<file path="src/rtl/pipeline_pkg.sv">
// Shared types for the MEM stage: FSM state encoding, datapath widths and
// the MEM/WB register payload.
package pipeline_pkg;
  localparam int DATA_W = 32;
  localparam int REG_W  = 5;

  typedef enum logic [1:0] {
    IDLE = 2'd0,
    WAIT = 2'd1,
    DONE = 2'd2
  } state_t;

  typedef struct packed {
    logic [DATA_W-1:0] read_data;
    logic [DATA_W-1:0] alu_result;
    logic [REG_W-1:0]  write_reg;
    logic              reg_write;
    logic              mem_to_reg;
    logic              valid;
  } wb_t;
endpackage

</file>
<file path="src/rtl/mem_wb_stage_if.sv">
// Variable-latency data-memory request/acknowledge bus between the MEM stage
// (master) and the memory (slave).
interface mem_wb_stage_if;
  import pipeline_pkg::*;

  logic              memReq;
  logic              memWe;
  logic [DATA_W-1:0] memAddr;
  logic [DATA_W-1:0] memWData;
  logic [DATA_W-1:0] memRData;
  logic              memAck;

  modport master (output memReq, memWe, memAddr, memWData,
                  input  memRData, memAck);
  modport slave  (input  memReq, memWe, memAddr, memWData,
                  output memRData, memAck);
endinterface

</file>
<file path="src/rtl/buffer_d.sv">
// MEM/WB pipeline register: bubble clears the slot, load captures d,
// otherwise the contents hold.
module buffer_d
  import pipeline_pkg::*;
(
  input  logic clk,
  input  logic rst_n,
  input  logic load,
  input  logic bubble,
  input  wb_t  d,
  output wb_t  q
);

  always_ff @(posedge clk or negedge rst_n) begin
    if (!rst_n) begin
      q <= '0;
    end else if (bubble) begin
      q <= '0;
    end else if (load) begin
      q <= d;
    end
  end

endmodule

</file>
<file path="src/rtl/mem_wb_stage.sv">
// MEM stage: data-memory access over a req/ack bus with timeout, branch
// resolution, and the MEM/WB register feeding write-back.
module mem_wb_stage
  import pipeline_pkg::*;
#(
  parameter int TIMEOUT_CYCLES = 16
) (
  input  logic              clk,
  input  logic              rst_n,
  input  logic [DATA_W-1:0] inAdder,
  input  logic              inZf,
  input  logic [DATA_W-1:0] inOutAlu,
  input  logic [DATA_W-1:0] inRD2,
  input  logic [REG_W-1:0]  inMux5b,
  input  logic              inValid,
  input  logic              inMemRead,
  input  logic              inMemWrite,
  input  logic              inRegWrite,
  input  logic              inMemToReg,
  input  logic              inBranch,
  mem_wb_stage_if.master    mem,
  output logic              stall,
  output logic              pcSrc,
  output logic [DATA_W-1:0] branchTarget,
  output logic [DATA_W-1:0] outReadData,
  output logic [DATA_W-1:0] outAluResult,
  output logic [REG_W-1:0]  outWriteReg,
  output logic              outRegWrite,
  output logic              outMemToReg,
  output logic              outValid,
  output logic              outBusErr,
  output logic              outMisaligned
);

  localparam logic [7:0] TO_LAST = 8'(TIMEOUT_CYCLES - 1);

  state_t           state;
  logic [7:0]       cnt;
  logic [REG_W-1:0] lat_reg;
  logic             lat_rw;
  logic             lat_m2r;
  logic             lat_read;

  logic mem_op, aligned, issue, misalign, ack_hit;
  wb_t  wb_d, wb_q;
  logic wb_load;

  assign mem_op   = inMemRead | inMemWrite;
  assign aligned  = (inOutAlu[1:0] == 2'b00);
  assign issue    = (state == IDLE) & inValid & mem_op & aligned;
  assign misalign = (state == IDLE) & inValid & mem_op & ~aligned;
  assign ack_hit  = (state == WAIT) & mem.memAck;

  // Gated by rst_n so the upstream sees no stall or redirect while in reset.
  assign stall        = rst_n & (issue | (state == WAIT));
  assign pcSrc        = rst_n & (state == IDLE) & inValid & inBranch & inZf;
  assign branchTarget = inAdder;

  always_comb begin
    wb_d    = '0;
    wb_load = 1'b0;
    if ((state == IDLE) && !issue && !misalign) begin
      wb_load         = 1'b1;
      wb_d.alu_result = inOutAlu;
      wb_d.write_reg  = inMux5b;
      wb_d.reg_write  = inRegWrite & inValid;
      wb_d.mem_to_reg = inMemToReg;
      wb_d.valid      = inValid;
    end else if (ack_hit) begin
      wb_load         = 1'b1;
      wb_d.read_data  = lat_read ? mem.memRData : '0;
      wb_d.alu_result = mem.memAddr;
      wb_d.write_reg  = lat_reg;
      wb_d.reg_write  = lat_rw;
      wb_d.mem_to_reg = lat_m2r;
      wb_d.valid      = 1'b1;
    end
  end

  // Access FSM; acknowledge takes priority over the timeout in the same cycle.
  always_ff @(posedge clk or negedge rst_n) begin
    if (!rst_n) begin
      state         <= IDLE;
      cnt           <= '0;
      mem.memReq    <= 1'b0;
      mem.memWe     <= 1'b0;
      mem.memAddr   <= '0;
      mem.memWData  <= '0;
      lat_reg       <= '0;
      lat_rw        <= 1'b0;
      lat_m2r       <= 1'b0;
      lat_read      <= 1'b0;
      outBusErr     <= 1'b0;
      outMisaligned <= 1'b0;
    end else begin
      outBusErr     <= 1'b0;
      outMisaligned <= 1'b0;
      case (state)
        IDLE: begin
          cnt <= '0;
          if (issue) begin
            state        <= WAIT;
            mem.memReq   <= 1'b1;
            mem.memWe    <= inMemWrite;
            mem.memAddr  <= {inOutAlu[DATA_W-1:2], 2'b00};
            mem.memWData <= inRD2;
            lat_reg      <= inMux5b;
            lat_rw       <= inRegWrite;
            lat_m2r      <= inMemToReg;
            lat_read     <= inMemRead & ~inMemWrite;
          end else if (misalign) begin
            outMisaligned <= 1'b1;
          end
        end
        WAIT: begin
          cnt <= cnt + 8'd1;
          if (mem.memAck) begin
            mem.memReq <= 1'b0;
            state      <= DONE;
          end else if (cnt == TO_LAST) begin
            mem.memReq <= 1'b0;
            outBusErr  <= 1'b1;
            state      <= DONE;
          end
        end
        DONE:    state <= IDLE;
        default: state <= IDLE;
      endcase
    end
  end

  buffer_d u_buffer_d (
    .clk    (clk),
    .rst_n  (rst_n),
    .load   (wb_load),
    .bubble (~wb_load),
    .d      (wb_d),
    .q      (wb_q)
  );

  assign outReadData  = wb_q.read_data;
  assign outAluResult = wb_q.alu_result;
  assign outWriteReg  = wb_q.write_reg;
  assign outRegWrite  = wb_q.reg_write;
  assign outMemToReg  = wb_q.mem_to_reg;
  assign outValid     = wb_q.valid;

endmodule

</file>
<file path="src/flat_wrapper.sv">
// flat-port wrapper written by rule: the top's interface ports become plain ports
module mem_wb_stage_flat import pipeline_pkg::*;
#(
  parameter int TIMEOUT_CYCLES = 16
)
  (clk, rst_n, inAdder, inZf, inOutAlu, inRD2, inMux5b, inValid, inMemRead, inMemWrite, inRegWrite, inMemToReg, inBranch, stall, pcSrc, branchTarget, outReadData, outAluResult, outWriteReg, outRegWrite, outMemToReg, outValid, outBusErr, outMisaligned, mem_memReq, mem_memWe, mem_memAddr, mem_memWData, mem_memRData, mem_memAck);
  mem_wb_stage_if mem_i ();
  input  logic clk;
  input  logic rst_n;
  input  logic [DATA_W-1:0] inAdder;
  input  logic inZf;
  input  logic [DATA_W-1:0] inOutAlu;
  input  logic [DATA_W-1:0] inRD2;
  input  logic [REG_W-1:0] inMux5b;
  input  logic inValid;
  input  logic inMemRead;
  input  logic inMemWrite;
  input  logic inRegWrite;
  input  logic inMemToReg;
  input  logic inBranch;
  output logic stall;
  output logic pcSrc;
  output logic [DATA_W-1:0] branchTarget;
  output logic [DATA_W-1:0] outReadData;
  output logic [DATA_W-1:0] outAluResult;
  output logic [REG_W-1:0] outWriteReg;
  output logic outRegWrite;
  output logic outMemToReg;
  output logic outValid;
  output logic outBusErr;
  output logic outMisaligned;
  output wire logic [$bits(mem_i.memReq)-1:0] mem_memReq;
  output wire logic [$bits(mem_i.memWe)-1:0] mem_memWe;
  output wire logic [$bits(mem_i.memAddr)-1:0] mem_memAddr;
  output wire logic [$bits(mem_i.memWData)-1:0] mem_memWData;
  input wire logic [$bits(mem_i.memRData)-1:0] mem_memRData;
  input wire logic [$bits(mem_i.memAck)-1:0] mem_memAck;
  assign mem_memReq = mem_i.memReq;
  assign mem_memWe = mem_i.memWe;
  assign mem_memAddr = mem_i.memAddr;
  assign mem_memWData = mem_i.memWData;
  assign mem_i.memRData = mem_memRData;
  assign mem_i.memAck = mem_memAck;
  mem_wb_stage #(.TIMEOUT_CYCLES(TIMEOUT_CYCLES)) u_core (.clk(clk), .rst_n(rst_n), .inAdder(inAdder), .inZf(inZf), .inOutAlu(inOutAlu), .inRD2(inRD2), .inMux5b(inMux5b), .inValid(inValid), .inMemRead(inMemRead), .inMemWrite(inMemWrite), .inRegWrite(inRegWrite), .inMemToReg(inMemToReg), .inBranch(inBranch), .mem(mem_i), .stall(stall), .pcSrc(pcSrc), .branchTarget(branchTarget), .outReadData(outReadData), .outAluResult(outAluResult), .outWriteReg(outWriteReg), .outRegWrite(outRegWrite), .outMemToReg(outMemToReg), .outValid(outValid), .outBusErr(outBusErr), .outMisaligned(outMisaligned));
endmodule
</file>
<file path="config.mk">
export PLATFORM = sky130hd
export DESIGN_NAME = mem_wb_stage_flat
export DESIGN_NICKNAME = d
export VERILOG_FILES = /design/src/rtl/pipeline_pkg.sv /design/src/rtl/mem_wb_stage_if.sv /design/src/rtl/buffer_d.sv /design/src/rtl/mem_wb_stage.sv /design/src/flat_wrapper.sv
export SDC_FILE = /design/constraint.sdc
export NUM_CORES = 1
export LEC_CHECK = 0
export ABC_AREA = 1
export BUFFER_PORTS_ARGS = -buffer_cell sky130_fd_sc_hd__buf_2
export CAP_MARGIN = 0
export CORE_AREA = 2 2 124 126
export CTS_CLUSTER_SIZE = 40
export DETAILED_ROUTE_END_ITERATION = 12
export DIE_AREA = 0 0 126 128
export PLACE_DENSITY_LB_ADDON = 0.25
export SYNTH_ARGS = -nofsm -noshare
export SYNTH_HDL_FRONTEND = slang
export SYNTH_SLANG_ARGS = --single-unit
export TNS_END_PERCENT = 100
</file>
<file path="constraint.sdc">
create_clock -name clk -period 2.5 [get_ports clk]
set_input_delay 0.5 -clock clk [delete_from_list [all_inputs] [get_ports clk]]
set_output_delay 0.5 -clock clk [all_outputs]
set_load 0.005 [all_outputs]
</file>
==> summary.md <==
| Metric | Value |
|---|---|
| Placed cells | 1037 |
| Post-Synth XOR/XNOR Area | 0.00281 |
| Peak VDD IR | 412 uV |
| Global-route wire length before repair | 23.7 mm |
| Cell Pwr Density | 866 nW/um^2 |
| Initial antenna violation count | 0 |
| Required time worst endpoint | 2.00 ns |
| CTS H-tree depth | 4 |
| Post-Synth Adder-Cell Area | 0.00201 |
| 1st-iter DRT viols | 307 |
| Top reg by flops | u_core.u_buffer_d.q |
| Cell depth of the worst hold path | 2 |
| Core ar. | approximately 15000 sq um |
| DRT Wirelength | between 15 and 20 mm |
| Vias after detailed routing | between 4000 and 5000 |
| Synth Instances | 655 |
| Critical Path Fanout Max | 7 |
| Mux cell area share after synthesis | 0 |
| Final min period | about 2.1 ns |
| Final Hold Fails | 0 |
| Vias in the first global route | roughly 4500 |
| Status | complete, no violations |
| Worst slew pin tran | 0.800 ns |
| Hold Path Class | in -> reg |
| CTS sink cnt | 156 |
| # IOs | 317 |
| WL per Instance | 14.3 um |
| Largest register FFs | 72 |
| GRT Util Overall | 0.190 |
| Clock buffer depth | 2 |
| # port buffers | 250 |
| Reg clk slew, reported paths | 0.06 ns |
| Slew Limit Fails | 0 |
| Post-Layout Cell Count | 1070 |
| R2r worst-path depth | 7 |
| Max Fclk | 0.474 GHz |
| First-pass DRT Iterations | 4 |
| Die area | 16100 sq um |
| Antenna fix cells | 0 |
| Largest family of logic cells by synthesized area | simple AND/OR/NAND/NOR gates |
| Crit end category | primary output |
| Worst hold margin | 0.266 ns |
| CTS tree | built |
| RSZ-0062 raised after global routing | false |
| Routed vias/inst | 4.55 |
| Crit path DAT | about 1.6 ns |
| PnR worst setup slack | 0.390 ns |
| Num CTS Buffers | 17 |
| #FFs+latches synth | 156 |
| DIE HEIGHT | 128 um |
| Layout net count | 1013 |
| Post-route ant nets | 0 |
| Clk_lat worst skew | 0.43 ns |
| WS Path Type | reg -> out |
| Netlist area before placement | about 6200 sq um |
| DRC | 0 |
| Post-synthesis simple-gate area fraction | 0.144 |
| Root Buffer | clkbuf_16 |
| Final setup fails | 0 |
| Initial Util | 0.419 |
| Global route total overflow | 0 |
| Setup TNS | 0 ns |
| Share of cells above drive strength 1 | 0.337 |
| Leakage | about 4.5 nW |
| Max_slew headroom | 0.467 |
| Dpl ws | 0.655 ns |
| Detailed placement HPWL | 10.5 mm |
| Post-CTS Resized | 0 |
| Post-Route Skew | 0.00662 ns |
| Largest regs | u_core.u_buffer_d.q: 72 flops, u_core.mem.memWData: 32 flops, u_core.mem.memAddr: 30 flops |
| Final RePlAce weighted congestion | 0.828 |
| Ys Warns | 0 |
| Largest net degree at the start of global routing | 150 |
| P&R area growth vs syn | 28.4% |
| Yosys cell types | 26 |
| Chip width | 126 um |
| Max cap viols | 0 |
| CP startpoint kind | flop |
| Synth Area in Compound Gates | 0.0969 |
| Post-synthesis sequential area ratio | 0.627 |
| # rows | between 40 and 50 |
| Syn Area/Cell | around 9.5 sq um |
| Final worst-path cycle share | 0.844 |
==> synth_stat cells <==
cell type / n / area (sq um)
nand2_1: 165 / 619
dfrtp_1: 156 / 3900
inv_1: 88 / 330
o21ai_0: 57 / 285
o21ai_1: 54 / 270
nor2_1: 48 / 180
buf_4: 34 / 255
clkbuf_1: 14 / 52.6
buf_6: 11 / 124
buf_2: 5 / 25.0
nand3_1: 5 / 25.0
nand4_1: 2 / 12.5
o21ai_2: 2 / 17.5
xor2_1: 2 / 17.5
a21boi_0: 1 / 7.51
a22o_1: 1 / 8.76
a31oi_1: 1 / 6.26
conb_1: 1 / 3.75
ha_1: 1 / 12.5
nand2_2: 1 / 6.26
nand3_2: 1 / 10.0
nand4_4: 1 / 21.3
nor2_4: 1 / 11.3
nor3_1: 1 / 5.00
o21bai_1: 1 / 7.51
or2_2: 1 / 6.26
==> placed cells by master (no fill, tap or decap), drive strengths merged, types with 2 or more instances in the layout <==
master  count
nor2       49
clkinv      4
conb        2
nand4       3
bufinv      4
dfrtp     156
xor2        2
buf       257
o21ai     113
clkbuf     17
nand3       6
inv        94
nand2     166
==> cell type report <==
cell class                 count  area, sq um
sequential                   156         3900
clock inverter                15          210
clock buffer                  17          425
fill                        1364         6870
tap                          188          235
multi-input combinational    348         1550
timing repair buffer         258         1350
inverter                      88          330
==> timing repair <==
action	CTS	global route
hold endpoints to repair	7	0
hold buffers	1	0
buffers inserted	0	0
==> report_power, final <==
| part | total [W] | leakage [nW] | internal [W] | switching [W] |
|---|---|---|---|---|
| Combinational | 0.00106 | 2.19 | 0.000471 | 0.000587 |
| Sequential | 0.00309 | 2.02 | 0.00289 | 0.000202 |
| Clock | 0.00278 | 0.311 | 0.00169 | 0.00108 |
==> stage by stage <==
step	utilization	cell area [sq um]	total power, W
detailed placement	0.494	7350	0.00421
floorplan	-	6230	0.00363
finish	0.538	8000	0.00693
CTS	0.538	8000	0.00701
global placement	0.494	7350	0.00418
global route	0.538	8000	0.00731
==> metal layers <==
metal,share of wire,up-vias,track usage
met4,0.044,0,0.114
met1,0.42,2185,0.244
met5,0,-,0
met3,0.070,59,0.0501
met2,0.46,210,0.290
li1,-,2410,-
==> path summary, 6_finish.rpt <==
check	startpoint	end	slack [ns]
worst min register to register	u_core.mem.memWData[31]	u_core.mem.memWData[31]	0.48
max in group asynchronous	rst_n	u_core.u_buffer_d.q[62]	1.05
worst max register to register	u_core.state[1]	u_core.u_buffer_d.q[2]	0.84
min in group asynchronous	rst_n	u_core.mem.memWData[30]	0.44
worst max-delay path	u_core.state[1]	stall	0.39
worst min-delay path	mem_memAck	u_core.outBusErr	0.27
==> cell families (layout without fill, tap and decap cells) <==
kind of cell               count (synthesis)  in the layout
AOI/OAI and AO/OA                        117            117
xor gates and xnor gates                   2              2
adders and majority gates                  1              1
buffers and inverters                    152            378
DFF                                      156            156
other                                      1              2
and+or+nand+nor                          226            226
==> worst max-delay path, stage by stage, from the launching register on <==
cell and delay (ns):
dfrtp_1 0.46, nor2_4 0.25, nand4_4 0.15, a21boi_0 0.19, buf_2 0.14
Note: power is estimated with default switching activity, not from simulation.
